--- config.mk ---
export PLATFORM = sky130hd
export DESIGN_NAME = rom_burst_arbiter_flat
export DESIGN_NICKNAME = d
export VERILOG_FILES = /design/src/rtl/rom_ctrl_pkg.sv /design/src/rtl/rom_burst_arbiter_if.sv /design/src/rtl/rom_burst_arbiter_rr_arb2.sv /design/src/rtl/rom_burst_arbiter.sv /design/src/flat_wrapper.sv
export SDC_FILE = /design/constraint.sdc
export NUM_CORES = 1
export LEC_CHECK = 0
export ABC_AREA = 1
export ABC_CLOCK_PERIOD_IN_PS = 1400
export CAP_MARGIN = 15
export CORE_ASPECT_RATIO = 1.5
export CORE_MARGIN = 2
export CORE_UTILIZATION = 40
export DETAILED_ROUTE_END_ITERATION = 8
export PLACE_DENSITY = 0.89
export SYNTH_ARGS = -nofsm -noshare
export SYNTH_HDL_FRONTEND = slang
export SYNTH_SLANG_ARGS = --single-unit
--- constraint.sdc ---
create_clock -name clk -period 1.4 [get_ports clk]
set_input_delay 0.28 -clock clk [delete_from_list [all_inputs] [get_ports clk]]
set_output_delay 0.28 -clock clk [all_outputs]
set_load 0.1 [all_outputs]
--- src/rtl/rom_ctrl_pkg.sv ---
// Shared defaults, FSM encoding and requester ids for the ROM burst arbiter.
package rom_ctrl_pkg;

  localparam int AW_DEFAULT = 14;
  localparam int DW_DEFAULT = 24;
  localparam int LW_DEFAULT = 8;

  typedef enum logic {
    IDLE  = 1'b0,
    BURST = 1'b1
  } state_t;

  localparam logic REQ0 = 1'b0;
  localparam logic REQ1 = 1'b1;

endpackage

--- src/rtl/rom_burst_arbiter_if.sv ---
// Requester, ROM and read-return signals of the ROM burst arbiter.
interface rom_burst_arbiter_if #(
  parameter int AW = rom_ctrl_pkg::AW_DEFAULT,
  parameter int DW = rom_ctrl_pkg::DW_DEFAULT,
  parameter int LW = rom_ctrl_pkg::LW_DEFAULT
);
  logic          req0;
  logic [AW-1:0] addr0;
  logic [LW-1:0] len0;
  logic          ack0;
  logic          req1;
  logic [AW-1:0] addr1;
  logic [LW-1:0] len1;
  logic          ack1;
  logic [AW-1:0] rom_addr;
  logic          rom_re;
  logic [DW-1:0] rom_data;
  logic [DW-1:0] rd_data;
  logic          rd_valid;
  logic          rd_id;
  logic          rd_last;
  logic          busy;

  // Arbiter side.
  modport slave (
    input  req0, addr0, len0, req1, addr1, len1, rom_data,
    output ack0, ack1, rom_addr, rom_re, rd_data, rd_valid, rd_id, rd_last, busy
  );

  // Requesters, ROM and consumers.
  modport master (
    output req0, addr0, len0, req1, addr1, len1, rom_data,
    input  ack0, ack1, rom_addr, rom_re, rd_data, rd_valid, rd_id, rd_last, busy
  );
endinterface

--- src/rtl/rom_burst_arbiter_rr_arb2.sv ---
// Two-way round-robin arbiter; the requester not granted last wins a tie.
module rr_arb2
  import rom_ctrl_pkg::*;
(
  input  logic       clk,
  input  logic       rst,
  input  logic [1:0] req,
  input  logic       grant_en,
  output logic       gnt_id,
  output logic       gnt_valid
);

  logic last_gnt;

  always_comb begin
    gnt_valid = |req;
    gnt_id    = REQ0;
    if (req == 2'b10)      gnt_id = REQ1;
    else if (req == 2'b11) gnt_id = ~last_gnt;
  end

  // Resetting to REQ1 lets requester 0 win the first tie.
  always_ff @(posedge clk or negedge rst) begin
    if (!rst)          last_gnt <= REQ1;
    else if (grant_en) last_gnt <= gnt_id;
  end

endmodule

--- src/rtl/rom_burst_arbiter.sv ---
// Shares one registered-output ROM between two burst requesters and tags the
// returned words with the owning requester.
module rom_burst_arbiter
  import rom_ctrl_pkg::*;
#(
  parameter int AW = AW_DEFAULT,
  parameter int DW = DW_DEFAULT,
  parameter int LW = LW_DEFAULT
) (
  input logic           clk,
  input logic           rst,
  rom_burst_arbiter_if.slave bus
);

  state_t        state;
  logic [LW-1:0] cnt;
  logic [LW-1:0] len_q;
  logic          id_q;
  logic          gnt_id;
  logic          gnt_valid;
  logic          grant_en;
  logic [DW-1:0] rd_word;

  assign grant_en = (state == IDLE) && gnt_valid;

  rr_arb2 u_arb (
    .clk       (clk),
    .rst       (rst),
    .req       ({bus.req1, bus.req0}),
    .grant_en  (grant_en),
    .gnt_id    (gnt_id),
    .gnt_valid (gnt_valid)
  );

  // The ROM output register already provides the one-cycle alignment.
  assign rd_word     = bus.rom_data;
  assign bus.rd_data = rd_word;

  always_ff @(posedge clk or negedge rst) begin
    if (!rst) begin
      state        <= IDLE;
      cnt          <= '0;
      len_q        <= '0;
      id_q         <= REQ0;
      bus.ack0     <= 1'b0;
      bus.ack1     <= 1'b0;
      bus.rom_addr <= '0;
      bus.rom_re   <= 1'b0;
      bus.busy     <= 1'b0;
      bus.rd_valid <= 1'b0;
      bus.rd_id    <= 1'b0;
      bus.rd_last  <= 1'b0;
    end else begin
      bus.rd_valid <= bus.rom_re;
      bus.rd_id    <= id_q;
      bus.rd_last  <= bus.rom_re && (cnt == len_q);
      bus.ack0     <= 1'b0;
      bus.ack1     <= 1'b0;
      case (state)
        IDLE: begin
          bus.rom_re   <= 1'b0;
          bus.busy     <= 1'b0;
          bus.rom_addr <= '0;
          cnt          <= '0;
          if (gnt_valid) begin
            state        <= BURST;
            id_q         <= gnt_id;
            bus.rom_addr <= (gnt_id == REQ1) ? bus.addr1 : bus.addr0;
            len_q        <= (gnt_id == REQ1) ? bus.len1 : bus.len0;
            bus.rom_re   <= 1'b1;
            bus.busy     <= 1'b1;
            bus.ack0     <= (gnt_id == REQ0);
            bus.ack1     <= (gnt_id == REQ1);
          end
        end
        BURST: begin
          if (cnt == len_q) begin
            state        <= IDLE;
            bus.rom_re   <= 1'b0;
            bus.busy     <= 1'b0;
            bus.rom_addr <= '0;
            cnt          <= '0;
          end else begin
            cnt          <= cnt + LW'(1);
            bus.rom_addr <= bus.rom_addr + AW'(1);
          end
        end
        default: state <= IDLE;
      endcase
    end
  end

endmodule

--- src/flat_wrapper.sv ---
// flat-port wrapper written by rule: the top's interface ports become plain ports
module rom_burst_arbiter_flat import rom_ctrl_pkg::*;
#(
  parameter int AW = AW_DEFAULT,
  parameter int DW = DW_DEFAULT,
  parameter int LW = LW_DEFAULT
)
  (clk, rst, bus_req0, bus_addr0, bus_len0, bus_req1, bus_addr1, bus_len1, bus_rom_data, bus_ack0, bus_ack1, bus_rom_addr, bus_rom_re, bus_rd_data, bus_rd_valid, bus_rd_id, bus_rd_last, bus_busy);
  rom_burst_arbiter_if #(.AW(AW), .DW(DW), .LW(LW)) bus_i ();
  input logic clk;
  input logic rst;
  input wire logic [$bits(bus_i.req0)-1:0] bus_req0;
  input wire logic [$bits(bus_i.addr0)-1:0] bus_addr0;
  input wire logic [$bits(bus_i.len0)-1:0] bus_len0;
  input wire logic [$bits(bus_i.req1)-1:0] bus_req1;
  input wire logic [$bits(bus_i.addr1)-1:0] bus_addr1;
  input wire logic [$bits(bus_i.len1)-1:0] bus_len1;
  input wire logic [$bits(bus_i.rom_data)-1:0] bus_rom_data;
  output wire logic [$bits(bus_i.ack0)-1:0] bus_ack0;
  output wire logic [$bits(bus_i.ack1)-1:0] bus_ack1;
  output wire logic [$bits(bus_i.rom_addr)-1:0] bus_rom_addr;
  output wire logic [$bits(bus_i.rom_re)-1:0] bus_rom_re;
  output wire logic [$bits(bus_i.rd_data)-1:0] bus_rd_data;
  output wire logic [$bits(bus_i.rd_valid)-1:0] bus_rd_valid;
  output wire logic [$bits(bus_i.rd_id)-1:0] bus_rd_id;
  output wire logic [$bits(bus_i.rd_last)-1:0] bus_rd_last;
  output wire logic [$bits(bus_i.busy)-1:0] bus_busy;
  assign bus_i.req0 = bus_req0;
  assign bus_i.addr0 = bus_addr0;
  assign bus_i.len0 = bus_len0;
  assign bus_i.req1 = bus_req1;
  assign bus_i.addr1 = bus_addr1;
  assign bus_i.len1 = bus_len1;
  assign bus_i.rom_data = bus_rom_data;
  assign bus_ack0 = bus_i.ack0;
  assign bus_ack1 = bus_i.ack1;
  assign bus_rom_addr = bus_i.rom_addr;
  assign bus_rom_re = bus_i.rom_re;
  assign bus_rd_data = bus_i.rd_data;
  assign bus_rd_valid = bus_i.rd_valid;
  assign bus_rd_id = bus_i.rd_id;
  assign bus_rd_last = bus_i.rd_last;
  assign bus_busy = bus_i.busy;
  rom_burst_arbiter #(.AW(AW), .DW(DW), .LW(LW)) u_core (.clk(clk), .rst(rst), .bus(bus_i));
endmodule
Word-level counts from Yosys, hierarchy flattened
Cells that the tools add are included.
{ "totals": {"register_bits": 39, "input_bits": 72, "output_inout_bits": 45, "word_cells": 43} }
{ "op_classes": {"n_addsub": 2, "n_eq_ne": 4, "muxes": 18, "bitwise_logic": 3, "reduce_logical": 4} }
{ "ops": {"columns": ["operator", "n"], "rows": [
  ["14-bit 2-to-1 mux", 3],
  ["14-bit one-hot mux with 2 select lines", 1],
  ["8-bit 2-to-1 mux", 2],
  ["8-bit one-hot mux with 2 select lines", 1],
  ["14-bit by 1-bit adder with 14-bit output, second input constant", 1],
  ["1-bit 2-to-1 mux", 9],
  ["8-bit by 1-bit adder with 8-bit output, second input constant", 1],
  ["8-bit == test", 1],
  ["2-bit == test, second input constant", 2],
  ["1-bit one-hot mux with 2 select lines", 2],
  ["1-bit inverter", 3],
  ["1-bit logical AND", 2],
  ["2-bit != test, second input constant", 1],
  ["2-bit AND reduction", 1],
  ["2-bit OR reduction", 1]
]} }

Logic depth before layout (Yosys ltp)
Gate-level depths: netlist of run 1.
{ "logic_depth": {"ltp_word": 6, "mapped_depth": 10, "ltp_nobuf": 9} }

Hierarchy
Synthesis of run 1 repeated with hierarchy kept, for this count alone.
{ "hier_totals": {"cells_unflattened": 292, "hier_area_um2": 2268.4} }
{ "by_module_without_submodules": {"columns": ["module", "n_inst", "cells_per_inst", "area_per_inst_um2", "seq_area_each_um2"], "rows": [
  ["rom_burst_arbiter", 1, 284, 2209.6, 950.9],
  ["rr_arb2", 1, 8, 58.8, 26.3]
]} }

Worst setup path after synthesis of run 1
OpenSTA, ideal clock, no wires.
{ "synth_path": {"path_kind": "register -> register", "start": "register u_core.bus.rom_addr[1]", "end": "register u_core.bus.rom_addr[8]", "setup_ns": 0.121, "arrival_time_ns": 1.959, "required_time_ns": 1.279, "path_slack_ns": -0.680, "stages_incl_launch_ff": 9, "path_buffers": 0, "synth_period_minus_slack_ns": 2.080, "path_cell_list": "dfrtp_1 -> ha_1 -> nand2_1 -> nor2_1 -> nand2_1 -> xor2_1 -> inv_1 -> nand2_1 -> nand2_1"} }
{ "synth_between": {"elab_chain_cells": 3} }
{ "synth_lines": {"columns": ["item", "line", "text"], "rows": [
  ["start: declaration", "rom_burst_arbiter_if.sv:27", "output ack0, ack1, rom_addr, rom_re, rd_data, rd_valid, rd_id, rd_last, busy"],
  ["start signal: assignment", "rom_burst_arbiter.sv:68", "bus.rom_addr <= (gnt_id == REQ1) ? bus.addr1 : bus.addr0;"],
  ["start signal: assignment", "rom_burst_arbiter.sv:85", "bus.rom_addr <= bus.rom_addr + AW'(1);"],
  ["14-bit by 1-bit adder with 14-bit output", "rom_burst_arbiter.sv:85", null],
  ["14-bit 2-to-1 mux", "rom_burst_arbiter.sv:77", "if (cnt == len_q) begin"],
  ["14-bit one-hot mux with 2 select lines", "rom_burst_arbiter.sv:59", "case (state)"]
]} }
No other way between the ends.
A chain may end at the register's enable or synchronous reset.

Final worst setup path of run 1
{ "layout_path": {"start": "register u_core.cnt[3]", "end": "register u_core.bus.rom_addr[4]"} }
{ "layout_between": {"elab_chain_cells": 3} }
{ "layout_lines": {"columns": ["item", "line", "text"], "rows": [
  ["start: declaration", "rom_burst_arbiter.sv:16", "logic [LW-1:0] cnt;"],
  ["start signal: assignment", "rom_burst_arbiter.sv:84", "cnt <= cnt + LW'(1);"],
  ["8-bit == test", "rom_burst_arbiter.sv:77", null],
  ["14-bit 2-to-1 mux", "rom_burst_arbiter.sv:77", null],
  ["14-bit one-hot mux with 2 select lines", "rom_burst_arbiter.sv:59", null]
]} }
No other way between the ends.

==> summary by stage, run 1 <==
Run status
The flow ran to the end, and the final reports show no timing, DRC or antenna violations.

Clock network
The tree is rooted in a sky130_fd_sc_hd__clkbuf_8. Clock-pin slew was measured on the worst setup and hold paths at 80 ps. The number of buffers between clock root and the deepest sink is 2. CTS saw 39 sinks. Clock tree synthesis inserted a total of 5 buffers. The clock reaches the later pin of the worst-skew pair after 290 ps. The clock tree from TritonCTS is built. The H-tree depth is 2.

STA
Headroom to the max-slew limit came out at 68.85%. The number of hold violations in the final report was 0. Static timing analysis puts the maximum clock frequency at 743.0 MHz. In the finished design, the share of the clock period the worst path needs comes to 96.13%. For the pin with the worst max-slew slack, the measured transition is 467.2 ps. The total count of max-transition violations in the final report is 0.

Setup violations remaining at the end of the flow were counted as 0. The worst setup skew after layout is 9.826 ps. Setup slack on the critical path of the routed design comes to 54.17 ps. Summed over all failing endpoints, the final setup total negative slack is 0 ps.

The final critical-path required period is 1346 ps. Setup repair after global routing could not meet its margin everywhere.

Cells and area
Counting the fill cells in the layout gives 425. The register name with the most flops is u_core.bus.rom_addr. The utilization after layout is 64.64%. The number of inserted diodes is 0. The area of all placed cells without fillers is 3550 um2. The area growth from synthesis to layout is 55.03%.

The ratio of cells with drive above 1 in the final layout is 30.41%. Leaving out fill and tap cells, the most frequent cells in the layout are sky130_fd_sc_hd__nand2_1 (67), sky130_fd_sc_hd__clkdlybuf4s50_1 (46), sky130_fd_sc_hd__inv_1 (29), sky130_fd_sc_hd__nor2_1 (28), sky130_fd_sc_hd__buf_12 (25). In the final layout, the registers with the most flip-flops are u_core.bus.rom_addr x14, u_core.cnt x8, u_core.len_q x8. The count of nets after finishing is 438. The flip-flop count of the largest register, all copies and words added is 14. For this run, the number of standard cells in the final layout without fillers is 435. The library cell used most frequently in the layout, excluding fill and tap cells, is sky130_fd_sc_hd__nand2_1.

Place
Once placement finished, the instance area stood at 3247 um2. The worst setup slack before clock tree synthesis is -510.4 ps. The count of input and output buffers is 68.

The wire-length estimate of the detail-placed layout is 4438 um. The cell count after placement is 415. The last weighted congestion value of the routability-driven placer is 0.8971.

Critical path
The number of buffers and inverters on the critical path is 2. The critical path goes through inv_2 -> nand2_2 -> nand2_1 -> nor2_1 -> nand2_2 -> nor2_4 -> nor2_4 -> buf_6 -> nand2_2 -> nand2_2. The most numerous cell type found on the critical path is sky130_fd_sc_hd__nand2_2.

The largest individual stage delay along the critical path comes from the cell sky130_fd_sc_hd__dfrtp_1. STA puts the critical path data required time at 1580 ps. The largest stage delay on the critical path is 420 ps. The kind of cell adding the most delay to the critical path is simple AND/OR/NAND/NOR gates.

The worst setup path is launched from a flop. The highest net fanout along the worst path is 7. STA classifies the critical path endpoint as a flop. Data arrives at the worst endpoint at 1530 ps. The path type of the worst setup path is flop to flop.

Logic synthesis
The distinct cell type count of the synthesized netlist is 24. The cell count after synthesis is 293. During synthesis, Yosys emitted a total of 0 warnings. After synthesis the netlist holds a flip-flop and latch count of 39.

The number of nets in the synthesized netlist is 367. The total standard cell area after synthesis is 2290 um2. After synthesis, the mean cell area works out to 7.815 um2. The sequential fraction of the synthesis area is 42.68%.

Routing
For this block, the via count after detailed routing is 2098. Dividing the detail-routed wire length by the instance count gives 13.14 um. The post-detailed-route DRC marker count is 0.

For this block, the initial DRC count from the detailed router was 143. Once detail routing completed, the nets flagged for antenna violations numbered 0. The first detailed-routing pass took 4 iterations. In the routed layout, each cell is associated on average with a via count of 4.823. The final layout contains routed wiring with a total length of 5716 um.

Global routing
The number of global-route vias before repair came to 2147. The pin count of the biggest net entering global routing is 20. The first global-routing pass estimated 9777 um of wire. Global routing finished with a remaining overflow of 0. Across every metal layer, demand over resource in global routing totals 19.85%. The initial antenna violation count is 0.

Pwr
Per report_power, the sequential group accounts for 51.4% of the total. The share of total power dissipated in combinational logic is 10.4%. The net switching power is 0.0004805 W. In this run the static leakage power is 1.618 nW. Net switching is 21.80% of the power. The internal cell power is 0.001723 W. In this run, the clock network consumes 38.2% of the power. The peak supply drop is 0.5313 mV.

The areal power density over the cells is 620.9 nW/um2.

Run
Max-cap violations in this run came to 0.

Die
The total area inside the core boundary comes to 5492 um2. The number of top-level pins is 117. The effective utilization at floorplan is 41.70%. The area enclosed by the die boundary is 6358 um2. The number of placement rows is 33. Measured along the x axis, the die boundary spans 65.78 um. The floorplan step set the die height to 96.67 um.

Worst hold path
The path class of the tightest hold or removal check is flop to flop.
-- worst reg2reg max path, delay by kind of cell (launching register included) --
kind,cells,cell delay (ps)
simple gates,8,610
flops,1,420
buf+inv,2,210
-- Yosys cell counts --
library cell	n	area share [%]
sky130_fd_sc_hd__ha_1	2	1.1
sky130_fd_sc_hd__nand4_1	4	1.1
sky130_fd_sc_hd__inv_1	29	4.8
sky130_fd_sc_hd__nor3_1	3	0.66
sky130_fd_sc_hd__nand2_1	87	14
sky130_fd_sc_hd__nand2_2	2	0.55
sky130_fd_sc_hd__buf_4	26	8.5
sky130_fd_sc_hd__a22oi_1	14	4.6
sky130_fd_sc_hd__o21ai_0	8	1.7
sky130_fd_sc_hd__dfstp_2	1	1.1
sky130_fd_sc_hd__buf_6	2	0.98
sky130_fd_sc_hd__buf_2	1	0.22
sky130_fd_sc_hd__xor2_1	9	3.4
sky130_fd_sc_hd__nor3_4	1	0.71
sky130_fd_sc_hd__nor2_2	3	0.82
sky130_fd_sc_hd__nor2_1	31	5.1
sky130_fd_sc_hd__xnor2_1	4	1.5
sky130_fd_sc_hd__nand3_1	11	2.4
sky130_fd_sc_hd__o21ai_4	1	0.71
sky130_fd_sc_hd__o22ai_1	8	2.2
sky130_fd_sc_hd__nor2_4	1	0.49
sky130_fd_sc_hd__dfrtp_1	38	42
sky130_fd_sc_hd__nand2_4	1	0.49
sky130_fd_sc_hd__inv_2	6	0.98
-- routing by layer --
layer,vias up,GRT usage (%),routed length [um]
met4,0,9.135,142
met3,14,2.558,251
met2,75,35.98,3230
li1,1042,-,-
met1,967,22.14,2092
met5,-,0,0
-- cells by family after synthesis --
logic type      synth area share [%]
flops                          42.68
fa+ha+maj                      1.093
simple gates                   26.56
xor+xnor                       4.973
buf+inv                        15.46
compound gates                 9.235
-- final timing paths --
check / depth (start not counted) / slack [ps] / from / end
max in group asynchronous: 3 / 440 / rst / u_core.bus.rom_addr[6]
worst max register to register: 10 / 50 / u_core.cnt[3] / u_core.bus.rom_addr[4]
min in group asynchronous: 2 / 470 / rst / u_core.len_q[5]
worst min-delay path: 0 / 390 / u_core.id_q / u_core.bus.rd_id
worst min register to register: 0 / 390 / u_core.id_q / u_core.bus.rd_id
worst max-delay path: 10 / 50 / u_core.cnt[3] / u_core.bus.rom_addr[4]
-- cell type report --
class	instances	area, um2	area share [%]
Tap cell	70	87.58	2.467
Timing Repair Buffer	93	1134	31.94
Clock buffer	7	96.34	2.714
Multi-Input combinational cell	190	1074	30.24
Clock inverter	1	7.507	0.2115
Inverter	35	131.4	3.701
Sequential cell	39	1020	28.73
-- per-stage QoR --
step | power, W | hold WS [ps]
after floorplan | 0.001509 | -15.59
after global placement | 0.001380 | 244.7
after detailed placement | 0.001383 | 252.5
after CTS | 0.002222 | 402.3
after global routing | 0.002285 | 410.0
final | 0.002204 | 392.8
-- power groups by stage --
stage,combinational [W],clock (W),sequential [W]
floorplan,0.000343,0,0.00117
global placement,0.000223,0,0.00116
detailed placement,0.000226,0,0.00116
CTS,0.000231,0.000857,0.00113
global route,0.000244,0.000907,0.00113
finish,0.000228,0.000842,0.00113
-- timing repair --
| action | 4_1_cts | 5_1_grt |
|---|---|---|
| pin swaps | 0 | 10 |
| hold buffers | 1 | 0 |
| endpoints found under the setup margin | 19 | 26 |
| gates resized for setup | 3 | 27 |
| hold endpoints to repair | 15 | 0 |
| buffers inserted | 0 | 11 |
Note: power is estimated with default switching activity, not from simulation.
==> run 2, diff against run 1 <==
--- a/config.mk
+++ b/config.mk
@@ -12,6 +12,7 @@
 export CORE_MARGIN = 2
 export CORE_UTILIZATION = 40
 export DETAILED_ROUTE_END_ITERATION = 8
+export GPL_ROUTABILITY_DRIVEN = 1
 export PLACE_DENSITY = 0.89
 export SYNTH_ARGS = -nofsm -noshare
 export SYNTH_HDL_FRONTEND = slang
==> results of run 2 <==
Same layout as run 1: the final DEF is identical, and so are final timing and power.
